**src/rtl/rv32i_if_fetch_buf_if.sv**
```systemverilog
// Fetch-buffer bus: fetch push side, decode head side, flush and occupancy.
interface rv32i_if_fetch_buf_if #(
    parameter int unsigned WIDTH = 32,
    parameter int unsigned DEPTH = 2
);
    localparam int unsigned CNT_W = $clog2(DEPTH + 1);

    logic             i_fetch_valid;
    logic [WIDTH-1:0] i_fetch_pc;
    logic [WIDTH-1:0] i_fetch_pc_plus_4;
    logic [WIDTH-1:0] i_fetch_instr;
    logic             o_fetch_ready;
    logic             o_id_valid;
    logic [WIDTH-1:0] o_id_pc;
    logic [WIDTH-1:0] o_id_pc_plus_4;
    logic [WIDTH-1:0] o_id_instr;
    logic             i_id_stall;
    logic             i_flush;
    logic [CNT_W-1:0] o_count;

    // Driver of fetch/decode controls (pipeline side)
    modport master (
        output i_fetch_valid, i_fetch_pc, i_fetch_pc_plus_4, i_fetch_instr,
        output i_id_stall, i_flush,
        input  o_fetch_ready, o_id_valid, o_id_pc, o_id_pc_plus_4, o_id_instr, o_count
    );

    // The buffer itself
    modport slave (
        input  i_fetch_valid, i_fetch_pc, i_fetch_pc_plus_4, i_fetch_instr,
        input  i_id_stall, i_flush,
        output o_fetch_ready, o_id_valid, o_id_pc, o_id_pc_plus_4, o_id_instr, o_count
    );
endinterface

```
**src/rtl/rv32i_if_fetch_buf.sv**
```systemverilog
// IF->ID instruction buffer: DEPTH-entry FIFO of {pc, pc+4, instr} with stall and flush.
module rv32i_if_fetch_buf #(
    parameter int unsigned     WIDTH     = 32,
    parameter int unsigned     DEPTH     = 2,
    parameter logic [WIDTH-1:0] NOP_INSTR = WIDTH'(32'h0000_0013)
) (
    input  logic                 clk,
    input  logic                 rst_n,
    rv32i_if_fetch_buf_if.slave  bus
);
    localparam int unsigned PTR_W = $clog2(DEPTH);
    localparam int unsigned CNT_W = $clog2(DEPTH + 1);

    logic [WIDTH-1:0] pc_mem_q    [DEPTH];
    logic [WIDTH-1:0] ppc_mem_q   [DEPTH];
    logic [WIDTH-1:0] instr_mem_q [DEPTH];

    logic [PTR_W-1:0] wr_ptr_q, wr_ptr_d;
    logic [PTR_W-1:0] rd_ptr_q, rd_ptr_d;
    logic [CNT_W-1:0] count_q, count_d;

    logic ready_c;
    logic valid_c;
    logic push_c;
    logic pop_c;

    // Handshake terms; ready and valid depend on registered occupancy only
    assign ready_c = (count_q != CNT_W'(DEPTH));
    assign valid_c = (count_q != CNT_W'(0));
    assign push_c  = bus.i_fetch_valid & ready_c & ~bus.i_flush;
    assign pop_c   = valid_c & ~bus.i_id_stall & ~bus.i_flush;

    // Head presentation; empty buffer shows a NOP with zero pcs
    assign bus.o_fetch_ready  = ready_c;
    assign bus.o_id_valid     = valid_c;
    assign bus.o_count        = count_q;
    assign bus.o_id_pc        = valid_c ? pc_mem_q[rd_ptr_q]    : '0;
    assign bus.o_id_pc_plus_4 = valid_c ? ppc_mem_q[rd_ptr_q]   : '0;
    assign bus.o_id_instr     = valid_c ? instr_mem_q[rd_ptr_q] : NOP_INSTR;

    // Next pointers and occupancy; flush clears everything and drops push/pop
    always_comb begin
        wr_ptr_d = wr_ptr_q;
        rd_ptr_d = rd_ptr_q;
        count_d  = count_q;
        if (bus.i_flush) begin
            wr_ptr_d = '0;
            rd_ptr_d = '0;
            count_d  = '0;
        end else begin
            if (push_c) begin
                wr_ptr_d = wr_ptr_q + PTR_W'(1);
            end
            if (pop_c) begin
                rd_ptr_d = rd_ptr_q + PTR_W'(1);
            end
            case ({push_c, pop_c})
                2'b10:   count_d = count_q + CNT_W'(1);
                2'b01:   count_d = count_q - CNT_W'(1);
                default: count_d = count_q;
            endcase
        end
    end

    // Control state register with synchronous reset
    always_ff @(posedge clk) begin
        if (!rst_n) begin
            wr_ptr_q <= '0;
            rd_ptr_q <= '0;
            count_q  <= '0;
        end else begin
            wr_ptr_q <= wr_ptr_d;
            rd_ptr_q <= rd_ptr_d;
            count_q  <= count_d;
        end
    end

    // Entry storage; not reset, hidden by the valid gating on the head
    always_ff @(posedge clk) begin
        if (push_c) begin
            pc_mem_q[wr_ptr_q]    <= bus.i_fetch_pc;
            ppc_mem_q[wr_ptr_q]   <= bus.i_fetch_pc_plus_4;
            instr_mem_q[wr_ptr_q] <= bus.i_fetch_instr;
        end
    end
endmodule
```
**src/flat_wrapper.sv**
```systemverilog
// flat-port wrapper written by rule: the top's interface ports become plain ports
module rv32i_if_fetch_buf_flat 
#(
    parameter int unsigned     WIDTH     = 32,
    parameter int unsigned     DEPTH     = 2,
    parameter logic [WIDTH-1:0] NOP_INSTR = WIDTH'(32'h0000_0013)
)
  (clk, rst_n, bus_i_fetch_valid, bus_i_fetch_pc, bus_i_fetch_pc_plus_4, bus_i_fetch_instr, bus_i_id_stall, bus_i_flush, bus_o_fetch_ready, bus_o_id_valid, bus_o_id_pc, bus_o_id_pc_plus_4, bus_o_id_instr, bus_o_count);
  rv32i_if_fetch_buf_if #(.WIDTH(WIDTH), .DEPTH(DEPTH)) bus_i ();
  input  logic clk;
  input  logic rst_n;
  input wire logic [$bits(bus_i.i_fetch_valid)-1:0] bus_i_fetch_valid;
  input wire logic [$bits(bus_i.i_fetch_pc)-1:0] bus_i_fetch_pc;
  input wire logic [$bits(bus_i.i_fetch_pc_plus_4)-1:0] bus_i_fetch_pc_plus_4;
  input wire logic [$bits(bus_i.i_fetch_instr)-1:0] bus_i_fetch_instr;
  input wire logic [$bits(bus_i.i_id_stall)-1:0] bus_i_id_stall;
  input wire logic [$bits(bus_i.i_flush)-1:0] bus_i_flush;
  output wire logic [$bits(bus_i.o_fetch_ready)-1:0] bus_o_fetch_ready;
  output wire logic [$bits(bus_i.o_id_valid)-1:0] bus_o_id_valid;
  output wire logic [$bits(bus_i.o_id_pc)-1:0] bus_o_id_pc;
  output wire logic [$bits(bus_i.o_id_pc_plus_4)-1:0] bus_o_id_pc_plus_4;
  output wire logic [$bits(bus_i.o_id_instr)-1:0] bus_o_id_instr;
  output wire logic [$bits(bus_i.o_count)-1:0] bus_o_count;
  assign bus_i.i_fetch_valid = bus_i_fetch_valid;
  assign bus_i.i_fetch_pc = bus_i_fetch_pc;
  assign bus_i.i_fetch_pc_plus_4 = bus_i_fetch_pc_plus_4;
  assign bus_i.i_fetch_instr = bus_i_fetch_instr;
  assign bus_i.i_id_stall = bus_i_id_stall;
  assign bus_i.i_flush = bus_i_flush;
  assign bus_o_fetch_ready = bus_i.o_fetch_ready;
  assign bus_o_id_valid = bus_i.o_id_valid;
  assign bus_o_id_pc = bus_i.o_id_pc;
  assign bus_o_id_pc_plus_4 = bus_i.o_id_pc_plus_4;
  assign bus_o_id_instr = bus_i.o_id_instr;
  assign bus_o_count = bus_i.o_count;
  rv32i_if_fetch_buf #(.WIDTH(WIDTH), .DEPTH(DEPTH), .NOP_INSTR(NOP_INSTR)) u_core (.clk(clk), .rst_n(rst_n), .bus(bus_i));
endmodule
```
**config.mk**
```make
export PLATFORM = sky130hd
export DESIGN_NAME = rv32i_if_fetch_buf_flat
export DESIGN_NICKNAME = d
export VERILOG_FILES = /design/src/rtl/rv32i_if_fetch_buf_if.sv /design/src/rtl/rv32i_if_fetch_buf.sv /design/src/flat_wrapper.sv
export SDC_FILE = /design/constraint.sdc
export NUM_CORES = 1
export LEC_CHECK = 0
export CAP_MARGIN = 40
export CORE_ASPECT_RATIO = 0.8
export CORE_MARGIN = 2
export CORE_UTILIZATION = 48
export CTS_CLUSTER_SIZE = 16
export DETAILED_ROUTE_END_ITERATION = 10
export PLACE_DENSITY_LB_ADDON = 0.2
export RECOVER_POWER = 50
export SLEW_MARGIN = 10
export SYNTH_ARGS = -nofsm -noshare
export SYNTH_HDL_FRONTEND = slang
export SYNTH_SLANG_ARGS = --single-unit
```
**constraint.sdc**
```tcl
create_clock -name clk -period 7.4 [get_ports clk]
set_input_delay 1.48 -clock clk [delete_from_list [all_inputs] [get_ports clk]]
set_output_delay 1.48 -clock clk [all_outputs]
set_load 0.1 [all_outputs]
```
==> results.ini, run 1 <==
[status]
status = complete, but fails checks
violations = max-capacitance violations, max-slew violations

[synthesis]
synthDistinctLibCells = 21
yosysWarnings = 0
netlist_area_mm2 = 0.00746
yosys.area_share.simple_pct = 5.57
synth_fp_nets = 536
synth_top_area_share_pct = 77.3
synth_top_cell_by_area = edfxtp_1
postSynthAreaPerCell_um2 = 17.2
netlist_top_cells_area = edfxtp_1, mux2i_1, nor2_1
synthCells = 434
synth_compound_gate_area_share_pct = 0.503
synthAdderAreaFrac_pct = 0.168
ys_ff_latch = 197
synth_xor_area_share_pct = 0.235
seq_area_frac_synth_pct = 78.6
synthMuxAreaShare_pct = 12.9
synth_top_family_by_area = multiplexers

[global_route]
grt_pass1_wl_mm = 25.8
grt_max_degree = 52
grt.total_usage_pct = 21.0
grt_overflow_total = 0
grt_pass1_vias = 4986
antenna_found_initial = 3

[worst_setup_path]
rr_startpoint = u_core.bus.o_count[0]$_SDFFE_PP0P_
critPathLaunchType = input port
cp-end-kind = flop
crit_start = bus_i_flush
cp.required_ns = 7.46
r2r_cells = 5
critical_path_arrival_ns = 5.30
path_class = in -> reg
worstPathMaxFanout = 51

[floorplanning]
die_x_um = 143
rows = 40
start_util_pct = 49.4
dieArea_mm2 = 0.0166
die_h_um = 116
core_mm2 = 0.0151
pin_count = 201

[clocking]
cts.hold.buffers_added = 0
cts_tree = built
clk_pin_slew_ns = 0.06
cts_htree_levels = 4
cts_resized = 0
post_cts_buffers = 0
numCtsBuffers = 17
cts_num_sinks = 197
clock_latency_ns = 0.43
cts.path.max_buffers = 2
cts.root.buffer_cell = clkbuf_16

[route]
wl_mm = 16.8
drtPass1Iterations = 4
avgViaCountPerCell = 4.89
vias = 4730
drtIter0Drc = 328
final_antenna_net_count = 0
wire_per_inst_um = 17.4
drcViolationCount = 0

[power]
peakVddDrop_uv = 168
sw_frac_of_total_pct = 22.9
p_int_uw = 1980
p_leak_uw = 0.00403
power_density_mw_per_mm2 = 216
p_clk_share_pct = 38.3
p_sw_uw = 588
p_seq_share_pct = 49.5
combPwrFrac_pct = 12.3

[cells_and_area]
most-common-layout-cells = edfxtp_1, clkdlybuf4s50_1, dlygate4sd3_1
final_common_cell = edfxtp_1
syn_to_final_growth_pct = 59.1
final_cells = 967
drive_gt1_share_pct = 18.6
nets = 842
fillCellCount = 826

[hold_path]
min-delay-start = u_core.rd_ptr_q$_SDFFE_PP0P_
whs_path_depth = 2
hp-class = reg -> reg

[sta]
setup_viol = 0
slew_violations = 93
worst_slew_pin_slew_ns = 2.73
fmax_ghz = 0.191
rsz0062_at_grt = no
slew_headroom_pct = -82.1
fin_hold_ws_ns = 0.512
fin_setup_tns_ns = 0
fin_crit_ns = 5.25
finalClockSkew_ns = 0.00729
hold_violations = 0
min_period_over_period_pct = 70.9

[place]
dp.cells = 931
gp_congestion = 0.745
io_buffers = 200
hpwl_mm = 11.4

[job]
drv_cap = 2

## synth_stat cells (all sizes together)
cell type  count
nor2          97
o21ai          2
buf           17
clkbuf         4
inv            3
a21o           1
ha             1
mux2i         96
edfxtp       192
dfxtp          5
nand3          2
nand2b         1
xnor2          1
a21oi          4
nand2          4
xor2           1
or3            2
nor3           1
## stage by stage
step / power (uW) / util (%) / instance area [um2] / worst slack (ns)
finish: 2570 / 78.6 / 11900 / 2.15
global route: 2640 / 78.5 / 11900 / 1.87
CTS: 2600 / 78.5 / 11900 / 2.94
global placement: 1560 / 63.9 / 9660 / 2.71
detailed placement: 1620 / 74.3 / 11200 / 3.38
floorplan: 1460 / - / 7460 / 0.596
## layout make-up
type / count / area, um2 / share of cell area (%)
Timing Repair Buffer: 308 / 3620 / 30.5
Sequential cell: 197 / 5870 / 49.4
Clock inverter: 14 / 208 / 1.75
Antenna cell: 4 / 10.0 / 0.0843
Tap cell: 210 / 263 / 2.21
Multi-Input combinational cell: 213 / 1460 / 12.3
Clock buffer: 18 / 429 / 3.61
Inverter: 3 / 11.3 / 0.0948
## power groups by stage
stage | Combinational, uW | Clock [uW] | Sequential (uW)
floorplan | 163 | 0 | 1300
global placement | 267 | 0 | 1290
detailed placement | 327 | 0 | 1290
CTS | 329 | 997 | 1270
global route | 330 | 1040 | 1270
finish | 316 | 983 | 1270
## sequential cells by signal (all words and copies together) (netlist names), named ones only
name and cells:
u_core.bus.o_count 2, u_core.wr_ptr_q 1, u_core.pc_mem_q 64, u_core.ppc_mem_q 64, u_core.rd_ptr_q 1, u_core.instr_mem_q 64
## metal layers
layer	up-vias	wire length (um)	track usage, %
li1	2234	-	-
met1	2272	6960	26.6
met2	189	8260	34.6
met3	33	1190	5.87
met4	2	361	8.63
met5	-	13	0
## path summary, 6_finish.rpt
| check | to | slack (ns) |
|---|---|---|
| setup reg to reg | u_core.ppc_mem_q[1][4]$_DFFE_PP_ | 3.12 |
| hold / removal | flop | 0.51 |
| hold reg to reg | flop | 0.51 |
| setup / recovery | u_core.ppc_mem_q[1][4]$_DFFE_PP_ | 2.15 |
## worst max-delay path, stage by stage
cell	delay, ns
dlygate4sd3_1	0.56
inv_1	0.08
nand3_1	0.21
nor2_4	0.13
clkbuf_1	1.92
buf_4	0.83
## cells by family after synthesis
family / after synthesis
multiplexers: 96
AO/OA/AOI/OAI: 7
XOR/XNOR: 2
flip-flops: 197
adder cells (fa/ha/maj): 1
AND/OR/NAND/NOR: 107
buffers and inverters: 24
(Power assumes the default switching activity.)
==> run 2, diff against run 1 <==
--- a/config.mk
+++ b/config.mk
@@ -8,7 +8,7 @@
 export CAP_MARGIN = 40
 export CORE_ASPECT_RATIO = 0.8
 export CORE_MARGIN = 2
-export CORE_UTILIZATION = 48
+export CORE_UTILIZATION = 44
 export CTS_CLUSTER_SIZE = 16
 export DETAILED_ROUTE_END_ITERATION = 10
 export PLACE_DENSITY_LB_ADDON = 0.2
==> constraint.sdc (replaced) <==
create_clock -name clk -period 4.7 [get_ports clk]
set_input_delay 0.94 -clock clk [delete_from_list [all_inputs] [get_ports clk]]
set_output_delay 0.94 -clock clk [all_outputs]
set_load 0.1 [all_outputs]
==> run 2 against run 1 <==
  * The run still ends with max-capacitance violations, max-slew violations left
  * Clock skew is 0.00061 ns lower
  * Largest cell class unchanged
  * Clock power is 45% higher
  * Flip-flop and latch count stayed put
  * Register-to-register slack worse by 1.4 ns
==> results.ini, run 2 (synthesis results as in run 1) <==
[clocking]
clock_latency_ns = 0.42  ; was 0.43 ns
cts.hold.buffers_added = 0  ; unchanged
clk_pin_slew_ns = 0.07  ; was 0.06 ns
cts_tree = built  ; unchanged
cts.path.max_buffers = 2  ; unchanged
cts_num_sinks = 197  ; unchanged
post_cts_buffers = 0  ; unchanged
cts.root.buffer_cell = clkbuf_16  ; unchanged
cts_htree_levels = 4  ; unchanged
numCtsBuffers = 17  ; unchanged
cts_resized = 0  ; unchanged

[sta]
slew_violations = 56  ; was 93
fin_crit_ns = 3.47
min_period_over_period_pct = 73.9
worst_slew_pin_slew_ns = 2.19  ; was 2.73 ns
rsz0062_at_grt = no  ; unchanged
hold_violations = 0  ; unchanged
setup_viol = 0  ; unchanged
slew_headroom_pct = -45.7  ; was -82.1%
timing.final.ws_setup_ns = 1.23  ; was 2.15 ns
fin_setup_tns_ns = 0  ; unchanged
fmax_ghz = 0.288
finalClockSkew_ns = 0.00668  ; was 0.00729 ns

[floorplanning]
die_x_um = 150  ; was 143 um
die_h_um = 120  ; was 116 um
core_mm2 = 0.0166  ; was 0.0151 mm2
dieArea_mm2 = 0.0180  ; was 0.0166 mm2
rows = 42  ; was 40
start_util_pct = 45.1  ; was 49.4%
pin_count = 201  ; unchanged

[worst_setup_path]
cp_top_family = simple AND/OR/NAND/NOR gates  ; was buffers and inverters
cp_cell_sequence = dlygate4sd3_1 > inv_1 > nand3_1 > nor2_1 > buf_12  ; was dlygate4sd3_1 > inv_1 > nand3_1 > nor2_4 > clkbuf_1 > buf_4
cp-end-kind = flop  ; unchanged
worstPathMaxFanout = 80  ; was 51
path_class = in -> reg  ; unchanged
cp.required_ns = 4.75  ; was 7.46 ns
critical_path_arrival_ns = 3.53  ; was 5.30 ns
slowest_stage = nor2_1  ; was clkbuf_1
slowest_delay_ns = 1.23  ; was 1.92 ns
critPathLaunchType = input port  ; unchanged
path_buf_inv = 3  ; was 4

[global_route]
grt_util_met1_pct = 23.8  ; was 26.6%
grt_max_degree = 81  ; was 52
grt.busiest_layer = met2  ; unchanged
grt_pass1_vias = 4546  ; was 4986
grt_pass1_wl_mm = 23.9  ; was 25.8 mm
grt_use_met2_pct = 28.0  ; was 34.6%
antenna_found_initial = 2  ; was 3
grt_overflow_total = 0  ; unchanged
grtUsageMet3_pct = 5.09  ; was 5.87%
grt.total_usage_pct = 17.6  ; was 21.0%

[status]
status = complete, but fails checks  ; unchanged
violations = max-capacitance violations, max-slew violations  ; unchanged

[cells_and_area]
final_common_cell = edfxtp_1  ; unchanged
nets = 810  ; was 842
most-common-layout-cells = edfxtp_1, dlygate4sd3_1, mux2i_1  ; was edfxtp_1, clkdlybuf4s50_1, dlygate4sd3_1
drive_gt1_share_pct = 19.4  ; was 18.6%
syn_to_final_growth_pct = 51.2  ; was 59.1%
fin_util_pct = 68.2  ; was 78.6%
largestRegisters = u_core.instr_mem_q x64, u_core.pc_mem_q x64, u_core.ppc_mem_q x64  ; unchanged
final_cells = 943  ; was 967

[place]
gp_congestion = 0.738  ; was 0.745
dp.cells = 909  ; was 931
place_ws_ns = 1.64  ; was 3.38 ns
io_buffers = 200  ; unchanged
hpwl_mm = 10.5  ; was 11.4 mm

[power]
finalPower_uw = 3900  ; was 2570 uW
peakVddDrop_uv = 239  ; was 168 uV
p_leak_uw = 0.00382  ; was 0.00403 uW
power_density_mw_per_mm2 = 345  ; was 216 mW/mm2

[route]
drtPass1Iterations = 4  ; unchanged
avgViaCountPerCell = 4.73  ; was 4.89
final_antenna_net_count = 0  ; unchanged
wl_mm = 15.6  ; was 16.8 mm
drcViolationCount = 0  ; unchanged
drtIter0Drc = 314  ; was 328
wire_per_inst_um = 16.6  ; was 17.4 um
vias = 4465  ; was 4730

[job]
drv_cap = 2  ; unchanged

[hold_path]
hp-class = reg -> reg  ; unchanged

run 2: cell count changes in the layout (fill, tap and decap cells not counted), sizes merged:
cell and delta:
clkbuf -2, clkinvlp +5, diode -2, clkinv -6, bufinv -3, clkdlybuf4s50 -31, inv +5
run 2: final timing paths:
kind | startpoint | endpoint | slack (ns) | cells past startpoint
max | bus_i_flush | u_core.pc_mem_q[1][15]$_DFFE_PP_ | 1.23 | 5
min | u_core.rd_ptr_q$_SDFFE_PP0P_ | flop | 0.52 | 2
max reg2reg | u_core.bus.o_count[0]$_SDFFE_PP0P_ | u_core.pc_mem_q[1][15]$_DFFE_PP_ | 1.69 | 4
min reg2reg | u_core.rd_ptr_q$_SDFFE_PP0P_ | flop | 0.52 | 2
run 2: area by class of cell:
cell class	count	area, um2
fill	1100	5270
tap	220	275
clock buffer	17	425
inverter	3	11.3
clock inverter	15	169
multi-input combinational	213	1460
antenna	2	5.00
timing repair buffer	276	3070
sequential	197	5870
run 2: tightest hold or removal path, delay by kind of cell (launching register included):
kind	cells	cell delay (ns)
AO/OA/AOI/OAI	2	0.18
flip-flops	1	0.30
run 2: per-layer routing:
layer | vias up | routed length, um
met5 | - | 0
met4 | 0 | 163
met3 | 15 | 962
met2 | 149 | 7520
met1 | 2147 | 6960
li1 | 2154 | -
run 2: power breakdown:
group | internal (uW) | leakage, uW | switching (uW)
combinational | 169 | 0.00174 | 298
clock | 798 | 0.000272 | 636
sequential | 1980 | 0.00180 | 13.2
run 2: through the flow:
stage	area, um2	hold slack [ns]
after global routing	11300	0.564
final	11300	0.518
after detailed placement	10700	0.501
after CTS	11300	0.520
after floorplan	7470	0.480
after global placement	9620	0.491
==> run 3, diff against run 2 <==
--- a/config.mk
+++ b/config.mk
@@ -8,7 +8,7 @@
 export CAP_MARGIN = 40
 export CORE_ASPECT_RATIO = 0.8
 export CORE_MARGIN = 2
-export CORE_UTILIZATION = 44
+export CORE_UTILIZATION = 48
 export CTS_CLUSTER_SIZE = 16
 export DETAILED_ROUTE_END_ITERATION = 10
 export PLACE_DENSITY_LB_ADDON = 0.2
==> constraint.sdc (replaced) <==
create_clock -name clk -period 3.5 [get_ports clk]
set_input_delay 0.7 -clock clk [delete_from_list [all_inputs] [get_ports clk]]
set_output_delay 0.7 -clock clk [all_outputs]
set_load 0.1 [all_outputs]
==> run 3 against run 2 <==
  * The run now ends clean
  * First-iteration DRC count down 25%
  * Sequential power up 34%
  * Flip-flop and latch count is the same
  * Sequential share of layout area up 6.3 points
  * Power rose by 33%
  * Final cell count decreased by 7.7%
  * Wire length is 5.9% lower
  * Die area decreased by 8.1%
  * Worst setup slack got worse by 0.60 ns
  * Utilization decreased by 1.6 points
  * Register-to-register slack worse by 0.47 ns
  * Via count decreased by 4.6%
  * Critical endpoint is now bus_o_id_instr[4]
  * Largest power group unchanged
==> results.ini, run 3 (synthesis results as in run 1) <==
[floorplanning]
dieArea_mm2 = 0.0166  ; was 0.0180 mm2
start_util_pct = 49.4  ; was 45.1%
die_x_um = 143  ; was 150 um
pin_count = 201  ; unchanged
rows = 40  ; was 42
core_mm2 = 0.0151  ; was 0.0166 mm2
die_h_um = 116  ; was 120 um

[power]
peakVddDrop_uv = 444  ; was 239 uV
p_leak_uw = 0.00347  ; was 0.00382 uW
finalPower_uw = 5190  ; was 3900 uW
power_density_mw_per_mm2 = 516  ; was 345 mW/mm2

[cells_and_area]
nets = 745  ; was 810
fin_util_pct = 66.6  ; was 68.2%
final_area_mm2 = 0.0101  ; was 0.0113 mm2
final_common_cell = edfxtp_1  ; unchanged
syn_to_final_growth_pct = 34.9  ; was 51.2%
drive_gt1_share_pct = 21.5  ; was 19.4%
multi_input_area_mm2 = 0.00147  ; was 0.00146 mm2
most-common-layout-cells = edfxtp_1, buf_4, dlygate4sd3_1  ; was edfxtp_1, dlygate4sd3_1, mux2i_1
largestRegisters = u_core.instr_mem_q x64, u_core.pc_mem_q x64, u_core.ppc_mem_q x64  ; unchanged
fillCellCount = 1072  ; was 1100
regArea_mm2 = 0.00587  ; about the same

[global_route]
grt_pass1_vias = 4160  ; was 4546
grt.total_usage_pct = 17.7  ; was 17.6%
grt_max_degree = 53  ; was 81
antenna_found_initial = 4  ; was 2
grt_overflow_total = 0  ; unchanged
grt_pass1_wl_mm = 21.4  ; was 23.9 mm

[sta]
fmax_ghz = 0.348
hold_violations = 0  ; unchanged
finalClockSkew_ns = 0.00626  ; was 0.00668 ns
min_period_over_period_pct = 82.0
worst_slew_pin_slew_ns = 1.24  ; was 2.19 ns
rsz0062_at_grt = no  ; unchanged
fin_crit_ns = 2.87
setup_viol = 0  ; unchanged
slew_violations = 0  ; was 56
slew_headroom_pct = 17.6  ; was -45.7%

[worst_setup_path]
worstPathMaxFanout = 44  ; was 80
critPathLaunchType = flop  ; was input port
cp-end-kind = primary output  ; was flop
slowest_delay_ns = 0.57  ; was 1.23 ns
path_buf_inv = 3  ; unchanged
cp.required_ns = 2.80  ; was 4.75 ns
critical_path_arrival_ns = 2.17  ; was 3.53 ns
cp_top_family = buffers and inverters  ; was simple AND/OR/NAND/NOR gates
rrSetupSlack_ns = 1.22  ; was 1.69 ns
path_class = reg -> out  ; was in -> reg
cp_cell_sequence = nor2_4 > buf_12 > inv_1 > nand2_1 > buf_4  ; was dlygate4sd3_1 > inv_1 > nand3_1 > nor2_1 > buf_12
slowest_stage = nor2_4  ; was nor2_1

[route]
drcViolationCount = 0  ; unchanged
drtPass1Iterations = 5  ; was 4
wire_per_inst_um = 16.9  ; was 16.6 um
top_layer = met4  ; unchanged
wl_met3_mm = 1.29  ; was 962 um
wl_met2_mm = 6.93  ; was 7.52 mm
avgViaCountPerCell = 4.90  ; was 4.73
drtIter0Drc = 235  ; was 314
vias = 4259  ; was 4465
wl_met1_mm = 6.34  ; was 6.96 mm
final_antenna_net_count = 0  ; unchanged
wl_mm = 14.7  ; was 15.6 mm

[clocking]
cts.path.max_buffers = 2  ; unchanged
post_cts_buffers = 0  ; unchanged
clk_pin_slew_ns = 0.06  ; was 0.07 ns
cts_resized = 0  ; unchanged
cts.hold.buffers_added = 0  ; unchanged
cts.root.buffer_cell = clkbuf_16  ; unchanged
cts_tree = built  ; unchanged
cts_htree_levels = 4  ; unchanged
numCtsBuffers = 17  ; unchanged
clock_latency_ns = 0.42  ; about the same
cts_num_sinks = 197  ; unchanged

[place]
dpl_cell_area_mm2 = 0.00947  ; was 0.0107 mm2
gp_congestion = 0.734  ; was 0.738
hpwl_mm = 9.66  ; was 10.5 mm
io_buffers = 200  ; unchanged

[job]
drv_cap = 0  ; was 2

[hold_path]
hp-class = reg -> reg  ; unchanged

[status]
status = completed  ; was complete, but fails checks

## run 3: cell types whose count changed in the layout (fill, tap and decap cells not counted), sizes merged
cell           previous run  this run
bufinv                    2         4
clkbuf                   18        25
clkdlybuf4s50            71         3
clkinv                    1         6
clkinvlp                  6         1
diode                     2         5
dlygate4sd3              98        97
inv                       9         3
## run 3: stage by stage
| step | TNS (ns) | worst slack, ns | std cells | hold WS (ns) |
|---|---|---|---|---|
| floorplan | -3.80 | -0.0322 | 434 | 0.480 |
| global placement | 0 | 0.955 | 834 | 0.480 |
| detailed placement | 0 | 0.911 | 834 | 0.501 |
| CTS | 0 | 0.584 | 865 | 0.511 |
| global route | 0 | 0.467 | 868 | 0.537 |
| finish | 0 | 0.630 | 870 | 0.506 |
## run 3: area by class of cell
cell class / count / area share, %
sequential: 197 / 58.3
timing repair buffer: 211 / 18.3
multi-input combinational: 213 / 14.6
clock buffer: 20 / 4.34
tap: 210 / 2.61
clock inverter: 11 / 1.58
antenna: 5 / 0.124
inverter: 3 / 0.112
## run 3: final timing paths
kind                                                    startpoint                          endpoint  cells after the start
worst max-delay path            u_core.bus.o_count[1]$_SDFFE_PP0P_                 bus_o_id_instr[4]                      5
worst min-delay path                  u_core.rd_ptr_q$_SDFFE_PP0P_                              flop                      2
worst max register to register  u_core.bus.o_count[0]$_SDFFE_PP0P_  u_core.pc_mem_q[1][31]$_DFFE_PP_                      4
worst min register to register        u_core.rd_ptr_q$_SDFFE_PP0P_                              flop                      2
## run 3: power by group
group	internal, uW	switching [uW]	total, uW	leakage (uW)
logic	157	385	542	0.00138
registers	2670	18.9	2680	0.00180
clock network	1180	781	1960	0.000289
## run 3: worst reg2reg max path: cells and delay by family (launching register included)
kind,cells,cell delay [ns]
buffers and inverters,1,0.91
AND/OR/NAND/NOR,3,0.57
flip-flops,1,0.39
## run 3: routing by layer
metal,global-route usage [%],vias up
met3,6.98,10
li1,-,2031
met4,5.88,0
met1,23.4,2042
met2,27.3,176
met5,0,-
